<file path="config.mk">
export PLATFORM = sky130hd
export DESIGN_NAME = rv32i_bus_bridge
export DESIGN_NICKNAME = d
export VERILOG_FILES = /design/src/rtl/rv32i_bus_bridge.sv
export SDC_FILE = /design/constraint.sdc
export NUM_CORES = 1
export LEC_CHECK = 0
export ABC_AREA = 0
export ABC_CLOCK_PERIOD_IN_PS = 2660
export BUFFER_PORTS_ARGS = -buffer_cell sky130_fd_sc_hd__buf_2
export CORE_MARGIN = 4
export CORE_UTILIZATION = 49
export CTS_CLUSTER_DIAMETER = 60
export DETAILED_ROUTE_END_ITERATION = 7
export PLACE_DENSITY = 0.79
export SLEW_MARGIN = 40
export SYNTH_ARGS = -nofsm -noshare
export SYNTH_HDL_FRONTEND = slang
export SYNTH_SLANG_ARGS = --single-unit
</file>
<file path="constraint.sdc">
create_clock -name clk -period 2.66 [get_ports clk]
set_input_delay 0.399 -clock clk [delete_from_list [all_inputs] [get_ports clk]]
set_output_delay 0.399 -clock clk [all_outputs]
set_load 0.02 [all_outputs]
</file>
<file path="src/rtl/rv32i_bus_bridge.sv">
// Purpose : single-outstanding bridge from an RV32I core data/instr bus to a
//           ROM word port, a RAM word port and a two-register GPIO page.
// Latency : ROM/RAM 1+WAIT+1 cycles from accept; GPIO and errors 1 cycle.
// Backpr. : requests are accepted only in IDLE; anything presented while busy
//           is ignored, so the core must hold its request until bus_ready.
// Ports   : clk/rst (async active-low); bus_* core request/response;
//           rom_* / ram_* synchronous word-addressed memories (data one cycle
//           after address); gpio_out register, gpio_in asynchronous input.
module rv32i_bus_bridge #(
  parameter logic [31:0] ROM_BASE      = 32'h0040_0000,
  parameter logic [31:0] RAM_BASE      = 32'h1001_0000,
  parameter logic [31:0] IO_BASE       = 32'h1002_4000,
  parameter int unsigned MEM_SIZE_LOG2 = 12,
  parameter int unsigned ROM_WAIT      = 1,   // 0..7
  parameter int unsigned RAM_WAIT      = 1    // 0..7
) (
  input  logic                     clk,
  input  logic                     rst,
  input  logic [31:0]              bus_addr,
  input  logic [31:0]              bus_wrdata,
  input  logic                     bus_wren,
  input  logic                     bus_rden,
  output logic [31:0]              bus_rddata,
  output logic                     bus_ready,
  output logic                     bus_err,
  output logic [MEM_SIZE_LOG2-3:0] rom_addr,
  input  logic [31:0]              rom_rddata,
  output logic [MEM_SIZE_LOG2-3:0] ram_addr,
  output logic [31:0]              ram_wrdata,
  output logic                     ram_we,
  input  logic [31:0]              ram_rddata,
  output logic [31:0]              gpio_out,
  input  logic [31:0]              gpio_in
);

  localparam int unsigned AW = MEM_SIZE_LOG2 - 2;

  typedef enum logic [1:0] {
    IDLE = 2'd0,
    WAIT = 2'd1,
    RESP = 2'd2
  } state_t;

  state_t r_state;
  state_t w_state_nxt;

  logic [2:0]  r_cnt;
  logic [AW-1:0] r_idx;
  logic [31:0] r_wrdata;
  logic        r_is_wr;
  logic        r_is_ram;
  logic        r_err;
  logic        r_ram_we;
  logic [31:0] r_rddata;
  logic [31:0] r_gpio_out;
  logic [31:0] r_sync1;
  logic [31:0] r_sync2;

  logic                     w_req;
  logic                     w_accept;
  logic                     w_hit_rom;
  logic                     w_hit_ram;
  logic                     w_hit_io;
  logic                     w_off_ok;
  logic                     w_err;
  logic [MEM_SIZE_LOG2-1:0] w_off;
  logic [AW-1:0]            w_idx_bus;
  logic [AW-1:0]            w_idx_mux;
  logic [31:0]              w_io_rdata;

  assign w_req     = bus_rden | bus_wren;
  assign w_accept  = (r_state == IDLE) & w_req;
  assign w_off     = bus_addr[MEM_SIZE_LOG2-1:0];
  assign w_idx_bus = bus_addr[MEM_SIZE_LOG2-1:2];

  assign w_hit_rom = (bus_addr[31:MEM_SIZE_LOG2] == ROM_BASE[31:MEM_SIZE_LOG2]);
  assign w_hit_ram = (bus_addr[31:MEM_SIZE_LOG2] == RAM_BASE[31:MEM_SIZE_LOG2]);
  assign w_hit_io  = (bus_addr[31:MEM_SIZE_LOG2] == IO_BASE[31:MEM_SIZE_LOG2]);
  assign w_off_ok  = (w_off == '0) | (w_off == MEM_SIZE_LOG2'(4));

  assign w_err = (bus_rden & bus_wren)
               | (bus_addr[1:0] != 2'b00)
               | ~(w_hit_rom | w_hit_ram | w_hit_io)
               | (w_hit_rom & bus_wren)
               | (w_hit_io & ~w_off_ok);

  // Offset 4 selects the synchronized input, offset 0 the output register.
  assign w_io_rdata = w_off[2] ? r_sync2 : r_gpio_out;

  always_ff @(posedge clk or negedge rst) begin
    if (!rst) r_state <= IDLE;
    else      r_state <= w_state_nxt;
  end

  always_comb begin
    w_state_nxt = r_state;
    case (r_state)
      IDLE: if (w_req) w_state_nxt = (w_err | w_hit_io) ? RESP : WAIT;
      WAIT: if (r_cnt == 3'd0) w_state_nxt = RESP;
      RESP: w_state_nxt = IDLE;
      default: w_state_nxt = IDLE;
    endcase
  end

  always_ff @(posedge clk or negedge rst) begin
    if (!rst) begin
      r_cnt      <= 3'd0;
      r_idx      <= '0;
      r_wrdata   <= 32'd0;
      r_is_wr    <= 1'b0;
      r_is_ram   <= 1'b0;
      r_err      <= 1'b0;
      r_ram_we   <= 1'b0;
      r_rddata   <= 32'd0;
      r_gpio_out <= 32'd0;
    end else if (w_accept) begin
      r_idx    <= w_idx_bus;
      r_wrdata <= bus_wrdata;
      r_is_wr  <= bus_wren;
      r_is_ram <= w_hit_ram;
      r_err    <= w_err;
      r_cnt    <= w_hit_ram ? 3'(RAM_WAIT) : 3'(ROM_WAIT);
      // The write strobe covers only the first WAIT cycle.
      r_ram_we <= ~w_err & w_hit_ram & bus_wren;
      if (w_err) begin
        r_rddata <= 32'd0;
      end else if (w_hit_io) begin
        if (bus_wren) begin
          r_rddata <= 32'd0;
          if (w_off == '0) r_gpio_out <= bus_wrdata;
        end else begin
          r_rddata <= w_io_rdata;
        end
      end
    end else begin
      r_ram_we <= 1'b0;
      if (r_state == WAIT) begin
        if (r_cnt == 3'd0) begin
          // Writes complete with zero and clear the held read value.
          r_rddata <= r_is_wr  ? 32'd0 :
                      r_is_ram ? ram_rddata : rom_rddata;
        end else begin
          r_cnt <= r_cnt - 3'd1;
        end
      end
    end
  end

  always_ff @(posedge clk or negedge rst) begin
    if (!rst) begin
      r_sync1 <= 32'd0;
      r_sync2 <= 32'd0;
    end else begin
      r_sync1 <= gpio_in;
      r_sync2 <= r_sync1;
    end
  end

  // While IDLE the memories see the incoming address so their one-cycle read
  // latency is already paid by the first WAIT cycle; this makes a zero wait
  // setting usable. Held at zero while in reset.
  assign w_idx_mux = (r_state == IDLE) ? w_idx_bus : r_idx;
  assign rom_addr  = rst ? w_idx_mux : '0;
  assign ram_addr  = rst ? w_idx_mux : '0;

  assign ram_wrdata = r_wrdata;
  assign ram_we     = r_ram_we;
  assign gpio_out   = r_gpio_out;
  assign bus_rddata = r_rddata;
  assign bus_ready  = (r_state == RESP);
  assign bus_err    = (r_state == RESP) & r_err;

endmodule

</file>
Word level (Yosys, flattened, before mapping)
Cells that the tools add are included.
{ "word_totals": {"output_inout_bits": 119, "ff_bits": 179, "inputBits": 164, "word_cells": 71} }
{ "classes": {"n_addsub": 1, "n_mux": 19, "n_eq_ne": 10, "n_bitwise": 19, "n_reduce_logical": 10} }
{ "ops": {"columns": ["operator", "count"], "rows": [
  ["two-way mux 32 bit", 9],
  ["equality test 20 x 17 -> 1 bit (second input constant)", 2],
  ["equality test 20 x 11 -> 1 bit (second input constant)", 1],
  ["two-way mux 10 bit", 2],
  ["equality test 12 x 3 -> 1 bit (second input constant)", 1],
  ["logical NOT 12 bit", 1],
  ["two-way mux 3 bit", 3],
  ["OR 1 bit", 9],
  ["AND 1 bit", 7],
  ["two-way mux 2 bit", 3],
  ["inequality test 2 bit (second input constant)", 3],
  ["nonzero test 2 bit", 3],
  ["AND reduction 5 bit", 1],
  ["one-hot mux 2 bit (2 select lines)", 1],
  ["AND reduction 2 bit", 2],
  ["logical NOT 3 bit", 1],
  ["inequality test 3 x 1 -> 1 bit (second input constant)", 1],
  ["NOT 1 bit", 3],
  ["AND reduction 3 bit", 1],
  ["subtractor 3 x 1 -> 3 bit (second input constant)", 1],
  ["equality test 2 x 1 -> 1 bit (second input constant)", 1],
  ["equality test 2 bit (second input constant)", 1],
  ["logical NOT 2 bit", 1],
  ["two-way mux 1 bit", 1]
]} }

Logic depth before layout (Yosys ltp)
Gate-level depths: netlist of run 1.
{ "depth": {"depth_word": 11, "mapped_depth": 7, "depth_no_buf": 7} }

Worst setup path before layout of run 1
No wires, ideal clock.
{ "synth_path": {"path_type": "input to register", "start": "in bus_addr[26]", "end": "reg r_gpio_out[10], in the netlist gpio_out[10]", "n_path_buf": 2, "required_ns": 2.535, "setup_time_ns": 0.125, "path_stages": 7, "arrival_ns": 2.371, "setup_slack_ns": 0.164, "cell_sequence": "or3_4 > or3_4 > a211o_1 > or4_4 > buf_6 > buf_12 > mux2_4"} }
{ "synth_via": {"elab_chain_cells": 9, "elab_cells_between_ends": 13, "cone_classes": "3 x eq/ne; 9 x bitwise; 1 x reduce/logical"} }
{ "synth_lines": {"columns": ["element", "line_no", "text"], "rows": [
  ["start: declaration", "19", "input logic [31:0] bus_addr,"],
  ["equality test 20 x 11 -> 1 bit / equality test 20 x 17 -> 1 bit (equally long branches)", "76, 77", null],
  ["OR 1 bit (2 in a row)", "83", "| ~(w_hit_rom | w_hit_ram | w_hit_io)"],
  ["NOT 1 bit", "83", null],
  ["OR 1 bit", "83", null],
  ["OR 1 bit", "84", "| (w_hit_rom & bus_wren)"],
  ["OR 1 bit", "85", "| (w_hit_io & ~w_off_ok);"],
  ["NOT 1 bit", null, null],
  ["AND reduction 5 bit (no line) (*)", null, null],
  ["end signal: assignment", "130", "if (w_off == '0) r_gpio_out <= bus_wrdata;"],
  ["end: declaration", "55", "logic [31:0] r_gpio_out;"]
]} }
Every way passes the cells marked *; elsewhere a longest branch is shown, timed or not.
A chain may end at the register's enable or synchronous reset.

Worst setup path in the final report of run 1
{ "layout_path": {"start": "reg r_state[0]", "end": "out ram_addr[0]"} }
{ "layout_via": {"elab_chain_cells": 3} }
{ "layout_lines": {"columns": ["element", "line_no", "text"], "rows": [
  ["start: declaration", "44", "state_t r_state;"],
  ["start signal: assignment", "92", "else r_state <= w_state_nxt;"],
  ["logical NOT 2 bit", "162", "assign w_idx_mux = (r_state == IDLE) ? w_idx_bus : r_idx;"],
  ["two-way mux 10 bit", "162", null],
  ["two-way mux 10 bit", "164", "assign ram_addr = rst ? w_idx_mux : '0;"],
  ["end: declaration", "28", "output logic [MEM_SIZE_LOG2-3:0] ram_addr,"]
]} }
No other way between the ends.

==> results of run 1 <==
-- stage by stage --
step | instances | instance area (µm²) | worst slack [ps]
finish | 1137 | 9940 | 240
global route | 1137 | 9940 | 73.8
CTS | 1136 | 9930 | 169
detailed placement | 1103 | 9350 | 16.3
global placement | 1103 | 9350 | -10.8
floorplan | 632 | 7640 | 164
-- final timing paths --
check                            start              to  slack, ps  cells past startpoint
max in group asynchronous          rst     r_sync2[31]       1200                      3
setup / recovery            r_state[0]     ram_addr[0]        240                      5
setup reg to reg            r_state[0]  bus_rddata[27]        330                      6
hold / removal             gpio_in[25]     r_sync1[25]         80                      1
hold reg to reg            r_sync1[15]     r_sync2[15]        350                      0
min in group asynchronous          rst        r_idx[7]        460                      2
-- report_power, final --
group / internal, mW / total (mW) / leakage [nW] / switching, mW
registers: 2.95 / 3.07 / 2.25 / 0.115
clock network: 1.31 / 2.40 / 0.273 / 1.09
logic: 0.440 / 1.17 / 2.72 / 0.729
total: 4.71 / 6.64 / 5.24 / 1.93
-- cell type report --
type                       count  area share
sequential                   179       0.451
multi-input combinational    406       0.294
antenna                        1    0.000252
timing repair buffer         305       0.169
clock buffer                  17      0.0428
tap                          211      0.0266
clock inverter                15      0.0149
inverter                       3     0.00113
-- registers in the layout, summed over array words and instances, names as in the netlist --
name and cells:
bus_rddata 32, gpio_out 32, r_cnt 3, r_err 1
r_idx 10, r_is_ram 1, r_is_wr 1, r_state 2
r_sync1 32, r_sync2 32, ram_we 1, ram_wrdata 32
-- per-layer routing --
metal | up-vias | global-route usage | wire [µm]
met2 | 217 | 0.390 | 10200
li1 | 2708 | - | -
met1 | 2784 | 0.285 | 8170
met5 | - | 0 | 0
met3 | 17 | 0.0643 | 1520
met4 | 0 | 0.0687 | 239
-- timing repair --
item                       in CTS  in global routing
setup endpoints to repair       0                  0
hold endpoints to repair       35                  0
hold buffers                    1                  0
-- kinds of logic after synthesis --
logic type               share of synthesized area
buffers and inverters                       0.0369
AND/OR/NAND/NOR                              0.122
multiplexers                                 0.194
adder cells (fa/ha/maj)                    0.00328
flip-flops                                   0.587
AO/OA/AOI/OAI                               0.0573
-- worst max-delay path: cells and delay by family, from the launching register on --
kind	cells	cell delay, ps
and+or+nand+nor	2	470
AOI/OAI and AO/OA	1	260
buffers and inverters	2	460
DFF	1	420
-- placed cells by master (no fill, tap or decap), drive strengths merged, types with 2 or more instances in the layout --
cell	count
a21boi	10
buf	304
clkbuf	17
clkinv	5
clkinvlp	3
dfrtp	179
ha	2
inv	9
mux2	64
mux2i	65
nand2	157
nand2b	2
nand3b	3
nor2	38
nor3b	2
nor4	4
nor4b	3
o21ai	5
o2bb2ai	32
or2	2
or3	2
or4	2
==> flow_summary.json, run 1 <==
{
  "finalMaxSlewViolations": 0,
  "die_area_um2": 17600,
  "worst_setup_path_end_kind": "output pin",
  "slew_headroom": 0.475,
  "holdWs_ps": 78.1,
  "drc_errors": 0,
  "fillCellCount": 1219,
  "antenna_found_initial": 1,
  "synth_warnings": 0,
  "cap_viol_max_count": 0,
  "critPathKind": "flop to output pin",
  "synth_cell_type_count": 40,
  "cp-start-kind": "flop",
  "power_density_nw_per_um2": 668,
  "async_reset_ff_frac": 1.00,
  "clock_path_buffers": 2,
  "viasPerCell": 5.04,
  "clk_latency_ps": 420,
  "num_io_pins": 283,
  "totalPowerFinal_mw": 6.64,
  "cp.required_ps": 2260,
  "yosysSeqAreaShare": 0.587,
  "nets": 1078,
  "cp_slowest_stage_delay_ps": 420,
  "yosysTopAreaCellShare": 0.587,
  "cp_cell_sequence": "nor2_1 > buf_4 > nand2_1 > a21boi_0 > buf_2",
  "cts_sinks": 179,
  "dr.pass1.iters": 4,
  "cts_made_buffers": 17,
  "synth_most_common_cell": "dfrtp_1",
  "ff_latch_area_um2": 4480,
  "final_util": 0.651,
  "grt_pass1_wl_um": 31600,
  "synth_edf_count": 0,
  "clk_pin_slew_ps": 70,
  "post_cts_buffers": 0,
  "hold_violations": 0,
  "finalWirelength_um": 20100,
  "drt-wirelength-per-cell_um": 17.7,
  "syn-num-nets": 798,
  "ir_worst_vdd_uv": 433,
  "setup_violations": 0,
  "synthTopCellsByArea": "dfrtp_1, mux2i_1, nand2_1",
  "area_growth_syn_to_layout_pct": 30.1,
  "cp_max_fo": 6,
  "vias": 5726,
  "grt_setup_unrepaired": "false",
  "grt_overflow": 0,
  "row_count": 45,
  "fp.dieH_um": 133,
  "core_um2": 15300,
  "multi_input_area_um2": 2920,
  "netlist_instances": 632,
  "h-tree-depth": 4,
  "ctsResizeCount": 0,
  "dpl.hpwl_um": 14900,
  "fmax_ghz": 0.413,
  "crit_arrival_ps": 2020,
  "die_x_um": 133,
  "avgSynthCellArea_um2": 12.1,
  "status": "completed",
  "yosys-top-cells-count": "dfrtp_1, nand2_1, mux2i_1, nor2_1, mux2_2",
  "cts-root-buf": "clkbuf_16",
  "dr.first_iter.drc_count": 291,
  "io_buffer_count": 282,
  "grt_max_degree": 79,
  "synth-seq-cells": 179,
  "yosysTopAreaCell": "dfrtp_1",
  "worst_pin_slew_ps": 785,
  "hp-class": "primary input to flop",
  "fin_setup_tns_ps": 0,
  "tritoncts": "done",
  "leakagePower_nw": 5.24,
  "drive_gt1_frac": 0.448,
  "cp_slowest_cell": "dfrtp_1",
  "syn_area_um2": 7640,
  "finalCritPeriodShare": 0.910,
  "finClkSkew_ps": 10.4,
  "ys.flop_type": "dfrtp_1",
  "initial_utilization": 0.501,
  "period_needed_ps": 2420,
  "track_usage": 0.229,
  "grt_pass1_vias": 5967,
  "gp_congestion": 0.802,
  "antenna_left": 0
}
Note: power is estimated with default switching activity, not from simulation.
==> inputs of run 2 (changes only) <==
--- a/config.mk
+++ b/config.mk
@@ -10,3 +10,3 @@
 export BUFFER_PORTS_ARGS = -buffer_cell sky130_fd_sc_hd__buf_2
-export CORE_MARGIN = 4
+export CORE_MARGIN = 3
 export CORE_UTILIZATION = 49
==> constraint.sdc (replaced) <==
create_clock -name clk -period 2.66 [get_ports clk]
set_input_delay 0.798 -clock clk [delete_from_list [all_inputs] [get_ports clk]]
set_output_delay 0.798 -clock clk [all_outputs]
set_load 0.02 [all_outputs]
==> run 2 against run 1 <==
  * Setup slack worse by 140 ps
  * Critical path depth up 2
  * Routed wire length fell by 2.5%
  * Design area up 1.4%
  * Clock skew decreased by 2.5 ps
  * Fmax shrank 5.6%
  * Via count is 1.6% higher
  * Cell count down 0.79%
  * Sequential share of layout area shrank 0.61 points
  * Count of clock-buffer cells in the layout grew 2
  * Non-clock buffer count is 15 higher
  * Total power increased by 5.7%
  * Largest cell class unchanged
==> flow_summary.json, run 2 (same netlist as run 1, synthesis figures left out) <==
{
  "status": "completed",
  "place_inst": 1096,
  "period_needed_ps": 2560,
  "fin_setup_tns_ps": 0,
  "dpl.hpwl_um": 14600,
  "slew_headroom": 0.515,
  "worst_setup_path_end_kind": "flop",
  "h-tree-depth": 4,
  "finalCritPeriodShare": 0.963,
  "die_x_um": 131,
  "cp.required_ps": 2960,
  "ir_worst_vdd_uv": 530,
  "track_usage": 0.225,
  "drt-wirelength-per-cell_um": 17.4,
  "grt_overflow": 0,
  "cts_sinks": 179,
  "cts_made_buffers": 17,
  "fmax_ghz": 0.390,
  "viasPerCell": 5.16,
  "finalMaxSlewViolations": 0,
  "power_density_nw_per_um2": 697,
  "antenna_found_initial": 1,
  "nets": 1093,
  "num_io_pins": 283,
  "mostFrequentLayoutCell": "buf_2",
  "layout_common_cells": "buf_2, dfrtp_1, nand2_1",
  "fp.dieH_um": 131,
  "gp_congestion": 0.816,
  "initial_utilization": 0.502,
  "tritoncts": "done",
  "clk_pin_slew_ps": 60,
  "drc_errors": 0,
  "grt_pass1_vias": 5707,
  "grt_pass1_wl_um": 29200,
  "finalWirelength_um": 19600,
  "grt_setup_unrepaired": "false",
  "vias": 5818,
  "grt_max_degree": 86,
  "hp-class": "primary input to asynchronous set/reset pin",
  "leakagePower_nw": 5.34,
  "area_growth_syn_to_layout_pct": 31.9,
  "antenna_left": 0,
  "cp-start-kind": "primary input",
  "cts-root-buf": "clkbuf_16",
  "crit_arrival_ps": 2870,
  "hold_violations": 0,
  "num_antenna_cells": 0,
  "finClkSkew_ps": 7.87,
  "drive_gt1_frac": 0.456,
  "die_area_um2": 17100,
  "row_count": 45,
  "dr.pass1.iters": 4,
  "holdWs_ps": 207,
  "cp_max_fo": 17,
  "cap_viol_max_count": 0,
  "worst_pin_slew_ps": 728,
  "critPathKind": "primary input to flop",
  "setup_violations": 0,
  "clk_latency_ps": 420,
  "clock_path_buffers": 2,
  "core_um2": 15200,
  "io_buffer_count": 282,
  "dr.first_iter.drc_count": 269,
  "instances_no_fill": 1128
}
[run 2: layout make-up]
cell class / count / area [µm²]
inverters: 3 / 11.3
flip-flops and latches: 179 / 4480
repair buffers: 320 / 1760
clock buffers: 19 / 443
well taps: 188 / 235
fillers: 1185 / 5130
multi-input cells: 406 / 2920
clock inverters: 13 / 220
[run 2: critical path, stage by stage]
cell     delay (ps)
buf_2            90
or3_4           390
or3_4           340
a211o_1         260
or4_4           470
buf_12          190
mux2_4          310
[run 2: what timing repair did]
action | 4_1_cts | 5_1_grt
hold endpoints to repair | 0 | 0
buffers inserted | 0 | 0
setup endpoints to repair | 0 | 35
hold buffers | 0 | 0
resized for setup | 0 | 3
[run 2: worst paths after layout]
path,cells after the start,end,from,slack (ps)
max,7,gpio_out[23],bus_addr[26],100
min,1,r_idx[7],rst,210
max reg2reg,6,gpio_out[23],r_state[1],590
min reg2reg,0,r_sync2[30],r_sync1[30],340
max in group asynchronous,3,gpio_out[2],rst,1320
min in group clk,0,r_sync2[30],r_sync1[30],340
[run 2: through the flow]
stage / power, mW / instance area [µm²] / util / setup slack, ps
CTS: 7.08 / 10100 / 0.662 / 90.4
detailed placement: 4.31 / 9410 / 0.619 / -346
finish: 7.02 / 10100 / 0.663 / 97.1
global route: 7.31 / 10100 / 0.663 / 9.51
floorplan: 3.74 / 7640 / - / -194
global placement: 4.28 / 9400 / 0.618 / -343
[run 2: metal layers]
metal | global-route usage | vias up | routed length [µm]
met1 | 0.281 | 2839 | 8240
met3 | 0.0585 | 26 | 1230
li1 | - | 2731 | -
met4 | 0.0738 | 2 | 303
met2 | 0.383 | 220 | 9860
met5 | 0 | - | 7
[run 2: power by group]
group	internal [mW]	leakage (nW)	switching, mW
clock network	1.71	0.317	1.06
logic	0.453	2.78	0.727
registers	2.96	2.25	0.111
total	5.12	5.34	1.90
==> inputs of run 3 (changes only) <==
Settings changed: ABC_AREA 0 to 1, CORE_UTILIZATION 49 to 50, PLACE_DENSITY 0.79 to 0.8.
==> run 3 against run 2 <==
  * Sequential power barely moved
  * Highest routed layer unchanged
  * Total power down 1.9%
  * Combinational power grew 6%
  * Fmax up 1.8%
  * First-iteration DRC count up 92%
  * Global-route usage is 3.9 points higher
==> flow_summary.json, run 3 <==
{
  "cap_viol_max_count": 0,
  "clk_latency_ps": 430,
  "grt_overflow": 0,
  "initial_utilization": 0.520,
  "syn-num-nets": 1081,
  "leakagePower_nw": 5.65,
  "row_count": 45,
  "dpl.hpwl_um": 16900,
  "ys.flop_type": "dfrtp_1",
  "synth-seq-cells": 179,
  "nets": 1341,
  "period_needed_ps": 2520,
  "netlist_instances": 915,
  "status": "completed",
  "cp_max_fo": 6,
  "io_buffer_count": 282,
  "synth_warnings": 0,
  "layout_common_cells": "nand2_1, buf_2, dfrtp_1",
  "finalMaxSlewViolations": 0,
  "dr.pass1.iters": 7,
  "yosysTopAreaCellShare": 0.556,
  "fmax_ghz": 0.397,
  "die_x_um": 133,
  "grt_pass1_wl_um": 36600,
  "yosysTopAreaCell": "dfrtp_1",
  "synth_most_common_cell": "nand2_1",
  "cts_sinks": 179,
  "gp_congestion": 0.836,
  "antenna_left": 0,
  "setup_violations": 0,
  "r2r_end": "bus_rddata[9]",
  "clk_pin_slew_ps": 70,
  "finalCritPeriodShare": 0.946,
  "num_io_pins": 283,
  "viasPerCell": 5.13,
  "synthTopCellsByArea": "dfrtp_1, nand2_1, mux2_2",
  "synth_cell_type_count": 30,
  "critPathKind": "flop to output pin",
  "fp.dieH_um": 133,
  "antenna_found_initial": 2,
  "worst_pin_slew_ps": 578,
  "r2r_setup_slack_ps": 800,
  "finClkSkew_ps": 11.5,
  "crit_arrival_ps": 1720,
  "grt_max_degree": 64,
  "fin_setup_tns_ps": 0,
  "area_growth_syn_to_layout_pct": 27.8,
  "track_usage": 0.264,
  "grt_setup_unrepaired": "false",
  "dr.first_iter.drc_count": 517,
  "cp-start-kind": "flop",
  "cp_slowest_cell": "dfrtp_1",
  "avgSynthCellArea_um2": 8.80,
  "h-tree-depth": 4,
  "cts_made_buffers": 17,
  "core_um2": 15500,
  "cp.required_ps": 1860,
  "clock_path_buffers": 2,
  "r2r_cells": 10,
  "drt-wirelength-per-cell_um": 16.5,
  "cp_cell_sequence": "inv_2 > nand2_2 > clkinvlp_4 > buf_4 > o21ai_0 > a21oi_1 > buf_2",
  "drc_errors": 0,
  "power_density_nw_per_um2": 670,
  "slew_headroom": 0.614,
  "cts_hold_buf": 0,
  "finalWirelength_um": 23000,
  "drive_gt1_frac": 0.340,
  "vias": 7175,
  "r2r_start": "r_state[1]",
  "cp_slowest_stage_delay_ps": 400,
  "yosysSeqAreaShare": 0.556,
  "die_area_um2": 17700,
  "hp-class": "primary input to asynchronous set/reset pin",
  "async_reset_ff_frac": 1.00,
  "worst_setup_path_end_kind": "output pin",
  "hold_violations": 0,
  "ir_worst_vdd_uv": 417,
  "cts-root-buf": "clkbuf_16",
  "synth_edf_count": 0,
  "mostFrequentLayoutCell": "nand2_1",
  "grt_pass1_vias": 6982,
  "syn_area_um2": 8050,
  "yosys-top-cells-count": "nand2_1, dfrtp_1, a21oi_1, nand3_1",
  "totalPowerFinal_mw": 6.89,
  "tritoncts": "done"
}
## run 3: changes by cell type after synthesis, sizes merged, moves of 16 or more
| cell | delta |
|---|---|
| a21oi | +43 |
| nand3 | +42 |
| mux2 | -32 |
| inv | +27 |
| o21ai | +19 |
| nand2 | +269 |
| buf | +16 |
| mux2i | -65 |
| o2bb2ai | -32 |
| o2111ai | +32 |
## run 3: worst max-delay path by stage
stage / to / cells past startpoint / start / slack [ps]
2_1_floorplan: rom_addr[0] / 5 / bus_addr[2] / 20
3_3_place_gp: gpio_out[11] / 11 / bus_addr[19] / 190
3_5_place_dp: gpio_out[9] / 11 / bus_addr[19] / 110
6_report: rom_addr[5] / 7 / r_state[1] / 140
4_1_cts: ram_addr[5] / 7 / r_state[1] / 40
5_1_grt: ram_addr[2] / 7 / r_state[1] / 20
## run 3: routing by layer
layer	up-vias	wire length (µm)	track usage
met5	-	10	0
met4	2	485	0.0866
met3	40	1600	0.0532
met2	318	11500	0.450
met1	3363	9390	0.339
li1	3452	-	-
## run 3: layout make-up
type                       instances  area (µm²)
antenna                            1        2.50
clock buffer                      21         450
clock inverter                    10         149
fill                            1271        5200
inverter                          31         120
multi-input combinational        638        3130
sequential                       179        4480
tap                              211         264
timing repair buffer             308        1690
## run 3: timing repair
item | CTS | global route
gates cloned | 0 | 0
setup endpoints to repair | 20 | 20
setup buffers | 2 | 1
gates resized for setup | 1 | 5
## run 3: where the power goes
group	internal, mW	total, mW	switching (mW)
registers	2.96	3.09	0.121
logic	0.428	1.25	0.823
clock network	1.51	2.55	1.04
total	4.90	6.89	1.98
## run 3: kinds of logic after synthesis
family                     synth area share
and+or+nand+nor                       0.257
DFF                                   0.556
AOI/OAI and AO/OA                    0.0794
buffers and inverters                0.0595
muxes                                0.0448
adders and majority gates           0.00311
## run 3: stage by stage
stage                     cells  instance area (µm²)  worst slack, ps   util  hold WS, ps
after floorplan             915                 8060             17.0      -          331
after detailed placement   1364                 9640              113  0.623          335
after CTS                  1397                10300             38.9  0.662          207
after global placement     1364                 9640              188  0.623          332
after global routing       1399                10300             19.8  0.664          216
final                      1399                10300              142  0.664          223
## run 3: critical path: cells and delay by family (launching register included)
family,cells,cell delay [ps]
AOI/OAI and AO/OA,2,250
and+or+nand+nor,1,90
buffers and inverters,4,560
DFF,1,400
